## config.mk

```make
export PLATFORM = sky130hd
export DESIGN_NAME = yarp_lsu
export DESIGN_NICKNAME = d
export VERILOG_FILES = /design/src/rtl/yarp_pkg.sv /design/src/rtl/yarp_lsu_align.sv /design/src/rtl/yarp_lsu.sv
export SDC_FILE = /design/constraint.sdc
export NUM_CORES = 1
export LEC_CHECK = 0
export ABC_AREA = 1
export CAP_MARGIN = 25
export CORE_ASPECT_RATIO = 1.75
export CORE_MARGIN = 2
export CORE_UTILIZATION = 40
export DETAILED_ROUTE_END_ITERATION = 12
export PLACE_DENSITY = 0.77
export REMOVE_ABC_BUFFERS = 1
export SLEW_MARGIN = 20
export SYNTH_ARGS = -nofsm -noshare
export SYNTH_HDL_FRONTEND = slang
export SYNTH_SLANG_ARGS = --single-unit
```

## constraint.sdc

```tcl
create_clock -name clk -period 1.4 [get_ports clk]
set_input_delay 0.14 -clock clk [delete_from_list [all_inputs] [get_ports clk]]
set_output_delay 0.14 -clock clk [all_outputs]
set_load 0.01 [all_outputs]
```

## src/rtl/yarp_pkg.sv

```systemverilog
// Shared types for the YARP core: memory access sizes and LSU states.
// Byte/Half/Word encoding matches the control unit's data_byte output.
package yarp_pkg;

   localparam int XLEN = 32;

   typedef enum logic [1:0] {
      MEM_BYTE = 2'd0,
      MEM_HALF = 2'd1,
      MEM_WORD = 2'd2
   } mem_access_size_t;

   typedef enum logic [1:0] {
      LSU_IDLE     = 2'd0,
      LSU_REQ      = 2'd1,
      LSU_WAIT_RSP = 2'd2,
      LSU_DONE     = 2'd3
   } lsu_state_t;

   // The illegal size encoding falls through to the Word rule.
   function automatic logic is_misaligned(input mem_access_size_t size,
                                          input logic [1:0] offset);
      case (size)
         MEM_BYTE: is_misaligned = 1'b0;
         MEM_HALF: is_misaligned = offset[0];
         default:  is_misaligned = (offset != 2'b00);
      endcase
   endfunction

endpackage

```

## src/rtl/yarp_lsu_align.sv

```systemverilog
// Lane logic for the LSU: store byte enables and lane replication,
// plus load lane extraction with sign or zero extension.
module yarp_lsu_align
   import yarp_pkg::*;
(
   input  mem_access_size_t st_size,
   input  logic [1:0]       st_offset,
   input  logic [31:0]      st_data,
   output logic [3:0]       be,
   output logic [31:0]      wdata,
   input  mem_access_size_t ld_size,
   input  logic [1:0]       ld_offset,
   input  logic             ld_zext,
   input  logic [31:0]      rdata,
   output logic [31:0]      ld_data
);

   logic [31:0] shifted_s;

   assign shifted_s = rdata >> {ld_offset, 3'b000};

   // store-side byte enables and replicated write data
   always_comb begin
      be    = 4'b1111;
      wdata = st_data;
      case (st_size)
         MEM_BYTE: begin
            be    = 4'b0001 << st_offset;
            wdata = {4{st_data[7:0]}};
         end
         MEM_HALF: begin
            be    = 4'b0011 << st_offset;
            wdata = {2{st_data[15:0]}};
         end
         default: begin
            be    = 4'b1111;
            wdata = st_data;
         end
      endcase
   end

   // load-side lane extraction and extension
   always_comb begin
      ld_data = shifted_s;
      case (ld_size)
         MEM_BYTE: ld_data = {{24{~ld_zext & shifted_s[7]}},  shifted_s[7:0]};
         MEM_HALF: ld_data = {{16{~ld_zext & shifted_s[15]}}, shifted_s[15:0]};
         default:  ld_data = shifted_s;
      endcase
   end

endmodule

```

## src/rtl/yarp_lsu.sv

```systemverilog
// YARP load/store unit: one request/grant/response bus transaction per
// memory-stage request, with misalignment drop and a response timeout.
module yarp_lsu
   import yarp_pkg::*;
#(
   parameter int TIMEOUT_CYCLES = 255
)
(
   input  logic        clk,
   input  logic        reset,
   input  logic        data_req_i,
   input  logic        data_wr_i,
   input  logic [1:0]  data_byte_i,
   input  logic        zero_extnd_i,
   input  logic [31:0] addr_i,
   input  logic [31:0] wr_data_i,
   output logic        mem_req_o,
   output logic [31:0] mem_addr_o,
   output logic        mem_wr_o,
   output logic [3:0]  mem_be_o,
   output logic [31:0] mem_wdata_o,
   input  logic        mem_gnt_i,
   input  logic        mem_rvalid_i,
   input  logic [31:0] mem_rdata_i,
   output logic        lsu_busy_o,
   output logic [31:0] rd_data_o,
   output logic        rd_valid_o,
   output logic        misalign_o,
   output logic        timeout_o
);

   localparam logic [7:0] TO_LAST = 8'(TIMEOUT_CYCLES - 1);

   lsu_state_t       state_r, state_nxt_s;
   mem_access_size_t req_size_s, size_r;
   logic [1:0]       offset_r;
   logic             wr_r, zext_r;
   logic [7:0]       cnt_r;

   logic             mem_req_r, mem_wr_r;
   logic [31:0]      mem_addr_r, mem_wdata_r;
   logic [3:0]       mem_be_r;
   logic [31:0]      rd_data_r;
   logic             rd_valid_r, misalign_r, timeout_r;

   logic [3:0]       st_be_s;
   logic [31:0]      st_wdata_s, ld_data_s;
   logic             capture_s, misalign_s, timeout_hit_s;
   logic             set_misalign_s, set_timeout_s, ld_done_s;

   assign req_size_s    = mem_access_size_t'(data_byte_i);
   assign capture_s     = (state_r == LSU_IDLE) && data_req_i;
   assign misalign_s    = is_misaligned(req_size_s, addr_i[1:0]);
   // >= rather than == so a load granted on the last allowed cycle still times out
   assign timeout_hit_s = (cnt_r >= TO_LAST);

   yarp_lsu_align u_align (
      .st_size   (req_size_s),
      .st_offset (addr_i[1:0]),
      .st_data   (wr_data_i),
      .be        (st_be_s),
      .wdata     (st_wdata_s),
      .ld_size   (size_r),
      .ld_offset (offset_r),
      .ld_zext   (zext_r),
      .rdata     (mem_rdata_i),
      .ld_data   (ld_data_s)
   );

   // next-state and completion-event decode
   always_comb begin
      state_nxt_s    = state_r;
      set_misalign_s = 1'b0;
      set_timeout_s  = 1'b0;
      ld_done_s      = 1'b0;
      case (state_r)
         LSU_IDLE: begin
            if (data_req_i) begin
               if (misalign_s) begin
                  state_nxt_s    = LSU_DONE;
                  set_misalign_s = 1'b1;
               end else begin
                  state_nxt_s = LSU_REQ;
               end
            end else begin
               state_nxt_s = LSU_IDLE;
            end
         end
         LSU_REQ: begin
            if (mem_gnt_i) begin
               state_nxt_s = wr_r ? LSU_DONE : LSU_WAIT_RSP;
            end else if (timeout_hit_s) begin
               state_nxt_s   = LSU_DONE;
               set_timeout_s = 1'b1;
            end else begin
               state_nxt_s = LSU_REQ;
            end
         end
         LSU_WAIT_RSP: begin
            if (mem_rvalid_i) begin
               state_nxt_s = LSU_DONE;
               ld_done_s   = 1'b1;
            end else if (timeout_hit_s) begin
               state_nxt_s   = LSU_DONE;
               set_timeout_s = 1'b1;
            end else begin
               state_nxt_s = LSU_WAIT_RSP;
            end
         end
         LSU_DONE: state_nxt_s = LSU_IDLE;
         default:  state_nxt_s = LSU_IDLE;
      endcase
   end

   // state register and timeout counter
   always_ff @(posedge clk) begin
      if (reset) begin
         state_r <= LSU_IDLE;
         cnt_r   <= 8'd0;
      end else begin
         state_r <= state_nxt_s;
         if (state_r == LSU_IDLE) begin
            cnt_r <= 8'd0;
         end else if ((state_r == LSU_REQ) || (state_r == LSU_WAIT_RSP)) begin
            cnt_r <= cnt_r + 8'd1;
         end
      end
   end

   // request capture and registered bus outputs
   always_ff @(posedge clk) begin
      if (reset) begin
         size_r      <= MEM_BYTE;
         offset_r    <= 2'b00;
         wr_r        <= 1'b0;
         zext_r      <= 1'b0;
         mem_req_r   <= 1'b0;
         mem_addr_r  <= 32'd0;
         mem_wr_r    <= 1'b0;
         mem_be_r    <= 4'b0000;
         mem_wdata_r <= 32'd0;
      end else begin
         mem_req_r <= (state_nxt_s == LSU_REQ);
         if (capture_s) begin
            size_r      <= req_size_s;
            offset_r    <= addr_i[1:0];
            wr_r        <= data_wr_i;
            zext_r      <= zero_extnd_i;
            mem_addr_r  <= {addr_i[31:2], 2'b00};
            mem_wr_r    <= data_wr_i;
            mem_be_r    <= st_be_s;
            mem_wdata_r <= st_wdata_s;
         end
      end
   end

   // load result and completion pulses, all visible in DONE
   always_ff @(posedge clk) begin
      if (reset) begin
         rd_data_r  <= 32'd0;
         rd_valid_r <= 1'b0;
         misalign_r <= 1'b0;
         timeout_r  <= 1'b0;
      end else begin
         rd_valid_r <= ld_done_s || (set_timeout_s && !wr_r);
         misalign_r <= set_misalign_s;
         timeout_r  <= set_timeout_s;
         if (ld_done_s) begin
            rd_data_r <= ld_data_s;
         end else if (set_timeout_s && !wr_r) begin
            rd_data_r <= 32'd0;
         end
      end
   end

   assign lsu_busy_o  = capture_s || (state_r == LSU_REQ) || (state_r == LSU_WAIT_RSP);
   assign mem_req_o   = mem_req_r;
   assign mem_addr_o  = mem_addr_r;
   assign mem_wr_o    = mem_wr_r;
   assign mem_be_o    = mem_be_r;
   assign mem_wdata_o = mem_wdata_r;
   assign rd_data_o   = rd_data_r;
   assign rd_valid_o  = rd_valid_r;
   assign misalign_o  = misalign_r;
   assign timeout_o   = timeout_r;

endmodule
```

==> impl_results.md, run 1 <==
* Status: finished, violations left
* Failing checks: setup timing
* Hold path endpoint: cnt_r[5]
* DIE WIDTH at 92.3 microns
* Clock power frac at 0.438
* Gp weighted congestion at 0.882
* Combinational fraction of design power at 0.221
* Hold-fix buffers, CTS at 0
* Psw at 3.03 mW
* CP required at 1.74 ns
* Most used DFF post-synth: dfxtp_1
* H-tree levels at 4
* Synth warn at 0
* Final Slew Violations at 0
* Crit path setup slack, layout at -0.145 ns
* Skew-Pair Late Insertion Delay at 0.40 ns
* CP Class: reg2reg
* Final period util at 1.10
* Dpl hpwl at 12.5 mm
* CP Cell Sequence: inv_2, ha_4, nor2_2, nor2_1, nand2_1, nor2_4, nand2_4, clkbuf_16, nand3_2, a21oi_2
* Post-Syn Instances at 756
* # DRC at 0
* Critical path buffers and inverters at 2
* Peak supply drop at 0.00119 V
* Top cell type by total area after synthesis: dfxtp_1
* Reg2reg setup slack at -0.14 ns
* Worst hold path class: in2reg
* FF-to-FF Start: cnt_r[0]
* Static leakage at 4.26 nW
* Initial antenna violation count at 0
* Place WS at -0.170 ns
* Worst-Margin Slew at 0.550 ns
* Hold Crit Depth at 4
* Clock Tree Root: clkbuf_16
* Max-Slew Margin vs Limit at 0.633
* CP delay by family, top: simple AND/OR/NAND/NOR gates
* Worst Setup Start Kind: flop
* Post-synthesis sequential area ratio at 0.433
* CP arrival at 1.88 ns
* Crit path launch: cnt_r[0]
* Input/output buffers at 208
* Vias in the first global route at 5739
* Switching share of power at 0.276
* Inserted Clock Buffers at 17
* Core region area at 13400 sq um
* CP endpoint kind: flop
* First-pass GRT wire length at 28.3 mm
* Final wirelength at 19.7 mm
* I/O pins at 211
* RSZ-0062 raised after global routing: yes
* Area Growth Syn to Fin at 73.0%
* Die ar. at 14600 sq um
* Cell Area, Synth at 5450 sq um
* DRT Pass-1 Iters at 5
* #FFs+latches synth at 118
* Via count at 6184
* Post-synth EDFFs at 0
* GRT Total Usage at 0.244
* Top-area cell type share of the netlist area at 0.433
* Drt initial violations at 246
* Async set-or-reset flop fraction in the synthesized netlist at 0
* Vias per inst at 5.18
* Top-count cell post-synth: nand2_1
* Ranking of synthesized cells by area: dfxtp_1 43%, nand2_1 12%, a21oi_1 7.8%
* Power Dens Cells at 1160 nW/um^2
* RR Endpoint: rd_data_o[4]
* Share of cells above drive strength 1 at 0.241
* Fillers at 1061
* Top cells by count, synth: 175 x nand2_1, 118 x dfxtp_1, 87 x nor2_1, 85 x a21oi_1, 60 x o21ai_0
* Grt ovf at 0
* Starting density of the core at 0.407
* Final min period at 1.54 ns
* Final antenna-violating net count at 0
* Sink Count at 118
* Critical path fanouts, max at 8
* HP Start: reset
* Post-Syn Area per Cell at 7.21 sq um
* Max clock buf depth at 2
* Max Cap Viol at 0
* Sequential power share at 0.340
* Largest net degree at the start of global routing at 47
* CTS clk-pin slew, worst paths at 0.06 ns
* NumNets Final at 1118
* Setup violators final at 52
* TritonCTS clock tree: done
* Diode count at 0
* Wire per inst at 16.5 microns
* Overall power at 11.0 mW
* Height of the die at 158 microns
* Rows at 56
* R2r worst-path depth at 10
* Final hold violations at 0
* Worst Skew at 0.00925 ns
* Yosys cell types at 34
* Slowest cell delay on critical path at 0.33 ns
* Max stage delay cell, worst path: dfxtp_2
* Internal Pwr Total at 7.95 mW
* F_max at 647 MHz
## sequential cells by signal (all words and copies together) (netlist names), 2 cells and up
| signal | count |
|---|---|
| rd_data_o | 32 |
| state_r | 2 |
| cnt_r | 8 |
| size_r | 2 |
| offset_r | 2 |
| mem_be_o | 4 |
| mem_wdata_o | 32 |
| mem_addr_o | 30 |
## power groups by stage
stage / sequential [mW] / combinational [mW] / clock (mW)
floorplan: 3.91 / 0.801 / 0
global placement: 3.79 / 2.19 / 0
detailed placement: 3.79 / 2.21 / 0
CTS: 3.72 / 2.25 / 4.86
global route: 3.77 / 2.62 / 5.04
finish: 3.74 / 2.43 / 4.81
## how the worst max path moves through the flow
stage | slack (ns) | to | depth (start not counted)
finish | -0.14 | rd_data_o[4] | 10
global route | -0.20 | rd_data_o[4] | 10
CTS | -0.07 | rd_data_o[30] | 10
detailed placement | -0.17 | mem_wdata_o[28] | 8
global placement | -0.13 | rd_data_o[29] | 7
floorplan | -1.97 | mem_req_o | 8
## placed cells by master, fill, tap and decap left out, types with 7 or more instances in the layout
master           synthesis  routed
nand2_1                175     167
dfxtp_1                118     112
clkdlybuf4s50_1          0     103
dlygate4sd2_1            0     101
nor2_1                  87      69
a21oi_1                 85      66
buf_4                    6      51
o21ai_0                 60      45
inv_1                   42      34
a21oi_2                 10      29
nand3_1                 50      24
nand3_2                  2      22
o21ai_1                 14      22
clkbuf_16                0      21
o211ai_1                15      15
nor2_2                   1      12
buf_12                   1      12
nor2_4                   2       9
nand3_4                  2       9
inv_2                    3       7
o21ai_2                  0       7
## stage by stage
| step | hold WS [ns] | std cells | setup TNS (ns) | utilization | area (sq um) |
|---|---|---|---|---|---|
| global placement | 0.450 | 1148 | -5.85 | 0.601 | 8040 |
| floorplan | 0.202 | 703 | -140.37 | - | 5130 |
| global route | 0.138 | 1194 | -8.07 | 0.705 | 9430 |
| detailed placement | 0.458 | 1148 | -7.63 | 0.601 | 8040 |
| finish | 0.148 | 1194 | -3.54 | 0.705 | 9430 |
| CTS | 0.107 | 1186 | -1.58 | 0.659 | 8820 |
## worst min-delay path, stage by stage
cell	delay [ns]
buf_2	0.14
nor2_1	0.06
inv_1	0.11
nor3_2	0.06
## cells by family (layout without fill, tap and decap cells)
logic type	after synthesis	after routing	share of synthesized area
adder cells (fa/ha/maj)	5	5	0.0115
other	1	2	0.000688
AO/OA/AOI/OAI	203	203	0.210
flip-flops	118	118	0.433
buffers and inverters	102	364	0.0941
AND/OR/NAND/NOR	327	328	0.251
## final cells by class
class                           instances  area (sq um)  area share
Clock inverter                         14           223      0.0236
Clock buffer                           17           425      0.0451
Inverter                               48           205      0.0218
Timing Repair Buffer                  285          2870       0.304
Sequential cell                       118          2380       0.252
Tap cell                              174           218      0.0231
Multi-Input combinational cell        538          3110       0.330
## what timing repair did
action / CTS / global route
cloned: 4 / 6
setup buffers: 3 / 3
gates resized for setup: 141 / 129
pin swaps: 4 / 25
setup endpoints to repair: 191 / 104
## layer usage
layer	global-route usage	wire, microns	part of all wire
met2	0.454	10600	0.54
met4	0.100	946	0.048
met1	0.261	6850	0.35
met5	0	0	0
met3	0.0620	1290	0.066
Power figures use the tool's default switching activity.
==> inputs of run 2 (changes only) <==
Settings changed: CORE_MARGIN 2 to unset, SLEW_MARGIN 20 to 30.
==> run 2 against run 1 <==
Combinational power is 12% higher. Critical path type unchanged. The flow still finishes with violations (setup timing). Highest routed layer unchanged. Global-route usage is 1.2 points higher. Clock skew is 0.00070 ns higher. Largest cell class unchanged. Critical path depth is 3 lower. Power is 2.7% lower.
==> impl_results.md, run 2 (synthesis results as in run 1) <==
* Status: finished, violations left
* Failing checks: setup timing
* CTS clk-pin slew, worst paths at 0.06 ns (about the same)
* Placed cell count at 1148 (unchanged)
* R2r worst-path depth at 7 (-3)
* Commonest cells after routing, fill and taps aside: 155 x nand2_1, 114 x dfxtp_1, 103 x clkdlybuf4s50_1, 101 x dlygate4sd2_1, 79 x a21oi_1
* Final wirelength at 20.7 mm (+5.0%)
* F_max at 642 MHz (-0.76%)
* Number of cells on the critical path at 7 (-3)
* Static leakage at 4.45 nW (+4.4%)
* H-tree levels at 4 (unchanged)
* Gp weighted congestion at 0.794 (-9.9%)
* Slowest cell delay on critical path at 0.36 ns (+0.03 ns)
* Final min period at 1.56 ns (+0.0118 ns)
* Reg2reg setup slack at -0.16 ns (about the same)
* Dpl hpwl at 12.0 mm (-4.3%)
* Clock Tree Root: clkbuf_16
* Rows at 56 (unchanged)
* CP Class: reg2reg
* FF-to-FF Start: state_r[0]
* Height of the die at 156 microns (-1.3%)
* DRT Pass-1 Iters at 5 (unchanged)
* Diode count at 0 (unchanged)
* Commonest non-fill, non-tap cell in the layout: nand2_1
* Worst Skew at 0.00995 ns (+0.000698 ns)
* Skew-Pair Late Insertion Delay at 0.41 ns (about the same)
* CP delay by family, top: buffers and inverters
* Critical path fanouts, max at 36 (+28)
* Final period util at 1.11 (+0.00841)
* TritonCTS clock tree: done
* Area Growth Syn to Fin at 81.0%
* Max-Slew Margin vs Limit at 0.574 (-0.0592)
* Worst hold slack at 0.309 ns (+0.161 ns)
* Final antenna-violating net count at 0 (unchanged)
* Max stage delay cell, worst path: dfxtp_2
* Fin cells at 1216 (+1.8%)
* Initial antenna violation count at 0 (unchanged)
* CP Cell Sequence: inv_4, ha_4, nand2_1, buf_12, buf_4, nand3_2, a21oi_1
* DIE WIDTH at 90.3 microns (-2.2%)
* Largest net degree at the start of global routing at 61 (+30%)
* Starting density of the core at 0.407 (unchanged)
* RR Endpoint: rd_data_o[6]
* I/O pins at 211 (unchanged)
* RSZ-0062 raised after global routing: yes
* Worst-Margin Slew at 0.636 ns (+0.0865 ns)
* Crit path setup slack, layout at -0.157 ns (-0.0118 ns)
* Wire per inst at 17.0 microns (+3.1%)
* Final hold violations at 0 (unchanged)
* # DRC at 0 (unchanged)
* CP required at 1.73 ns (about the same)
* Via count at 6363 (+2.9%)
* Worst setup path endpoint: rd_data_o[6]
* Place WS at -0.155 ns (+0.0151 ns)
* Vias in the first global route at 6020 (+4.9%)
* Setup violators final at 90 (+73%)
* Worst hold path class: in2reg
* NumNets Final at 1140 (+2.0%)
* CP arrival at 1.88 ns (about the same)
* Worst Setup Start Kind: flop
* First-pass GRT wire length at 28.8 mm (+2.0%)
* Critical path buffers and inverters at 3 (+1)
* Sink Count at 118 (unchanged)
* Power Dens Cells at 1080 nW/um^2 (-7.0%)
* Peak supply drop at 0.000904 V (-24%)
* Share of cells above drive strength 1 at 0.279 (+0.0381)
* Core region area at 13400 sq um (unchanged)
* Final Slew Violations at 0 (unchanged)
* Input/output buffers at 208 (unchanged)
* GRT Total Usage at 0.257 (+0.0124)
* Overall power at 10.7 mW (-2.7%)
* Vias per inst at 5.23 (+1.0%)
* Inserted Clock Buffers at 17 (unchanged)
* Crit path launch: state_r[0]
* Max clock buf depth at 2 (unchanged)
* Die ar. at 14100 sq um (-3.4%)
* Drt initial violations at 284 (+15%)
* Max Cap Viol at 0 (unchanged)
* Grt ovf at 0 (unchanged)
* CP endpoint kind: flop
run 2: cell types whose count changed in the layout (fill, tap and decap cells not counted), moves of 6 or more:
cell,delta
nand2_4,+6
nand2_1,-12
a21oi_1,+13
nor2_1,-16
o21ai_0,-19
nor2_4,+12
o21ai_1,+11
o21ai_2,+6
buf_12,+6
a21oi_2,-13
nand2_2,+6
buf_6,+9
run 2: metal layers:
layer | up-vias | routed length (microns) | GRT usage
met5 | - | 0 | 0
met4 | 0 | 718 | 0.126
met3 | 49 | 1240 | 0.0559
li1 | 3064 | - | -
met2 | 282 | 11400 | 0.495
met1 | 2968 | 7250 | 0.256
run 2: worst min path at each step:
stage / startpoint / slack (ns) / cells past startpoint / to
after floorplan: reset / 0.20 / 1 / rd_data_o[22]
after global placement: reset / 0.42 / 2 / misalign_o
after detailed placement: reset / 0.42 / 2 / misalign_o
after CTS: wr_data_i[31] / 0.31 / 3 / mem_wdata_o[31]
after global routing: wr_data_i[31] / 0.32 / 3 / mem_wdata_o[31]
final: wr_data_i[31] / 0.31 / 3 / mem_wdata_o[31]
run 2: where the power goes:
| group | internal (mW) | switching, mW |
|---|---|---|
| logic | 1.35 | 1.36 |
| registers | 3.59 | 0.175 |
| clock network | 2.60 | 1.60 |
run 2: per-stage QoR:
step,area (sq um),util,TNS [ns]
2_1_floorplan,5130,-,-140.37
3_3_place_gp,8020,0.599,-4.03
3_5_place_dp,8020,0.599,-7.01
4_1_cts,8930,0.667,-3.18
5_1_grt,9870,0.737,-12.37
6_report,9870,0.737,-6.68
run 2: what timing repair did:
item / in CTS / in global routing
gates resized for setup: 182 / 176
cloned: 5 / 13
setup endpoints to repair: 190 / 111
pin swaps: 14 / 35
buffers inserted: 10 / 14
hold buffers: 1 / 0
hold endpoints to repair: 1 / 0
run 2: cell type report:
type / count / area [sq um]
Fill cell: 1010 / 3510
Multi-Input combinational cell: 537 / 3250
Timing Repair Buffer: 307 / 3240
Sequential cell: 118 / 2370
Clock buffer: 18 / 429
Inverter: 48 / 219
Tap cell: 174 / 218
Clock inverter: 13 / 134
Timing Repair inverter: 1 / 16.3
run 2: tightest hold or removal path, delay by kind of cell:
family          cells  cell delay [ns]
simple gates        1             0.06
compound gates      1             0.07
buf+inv             1             0.39
==> inputs of run 3 (changes only) <==
Settings changed: HOLD_SLACK_MARGIN set to 0.08.
==> results of run 3 <==
Final layout, timing and power as in run 2 (identical DEF).
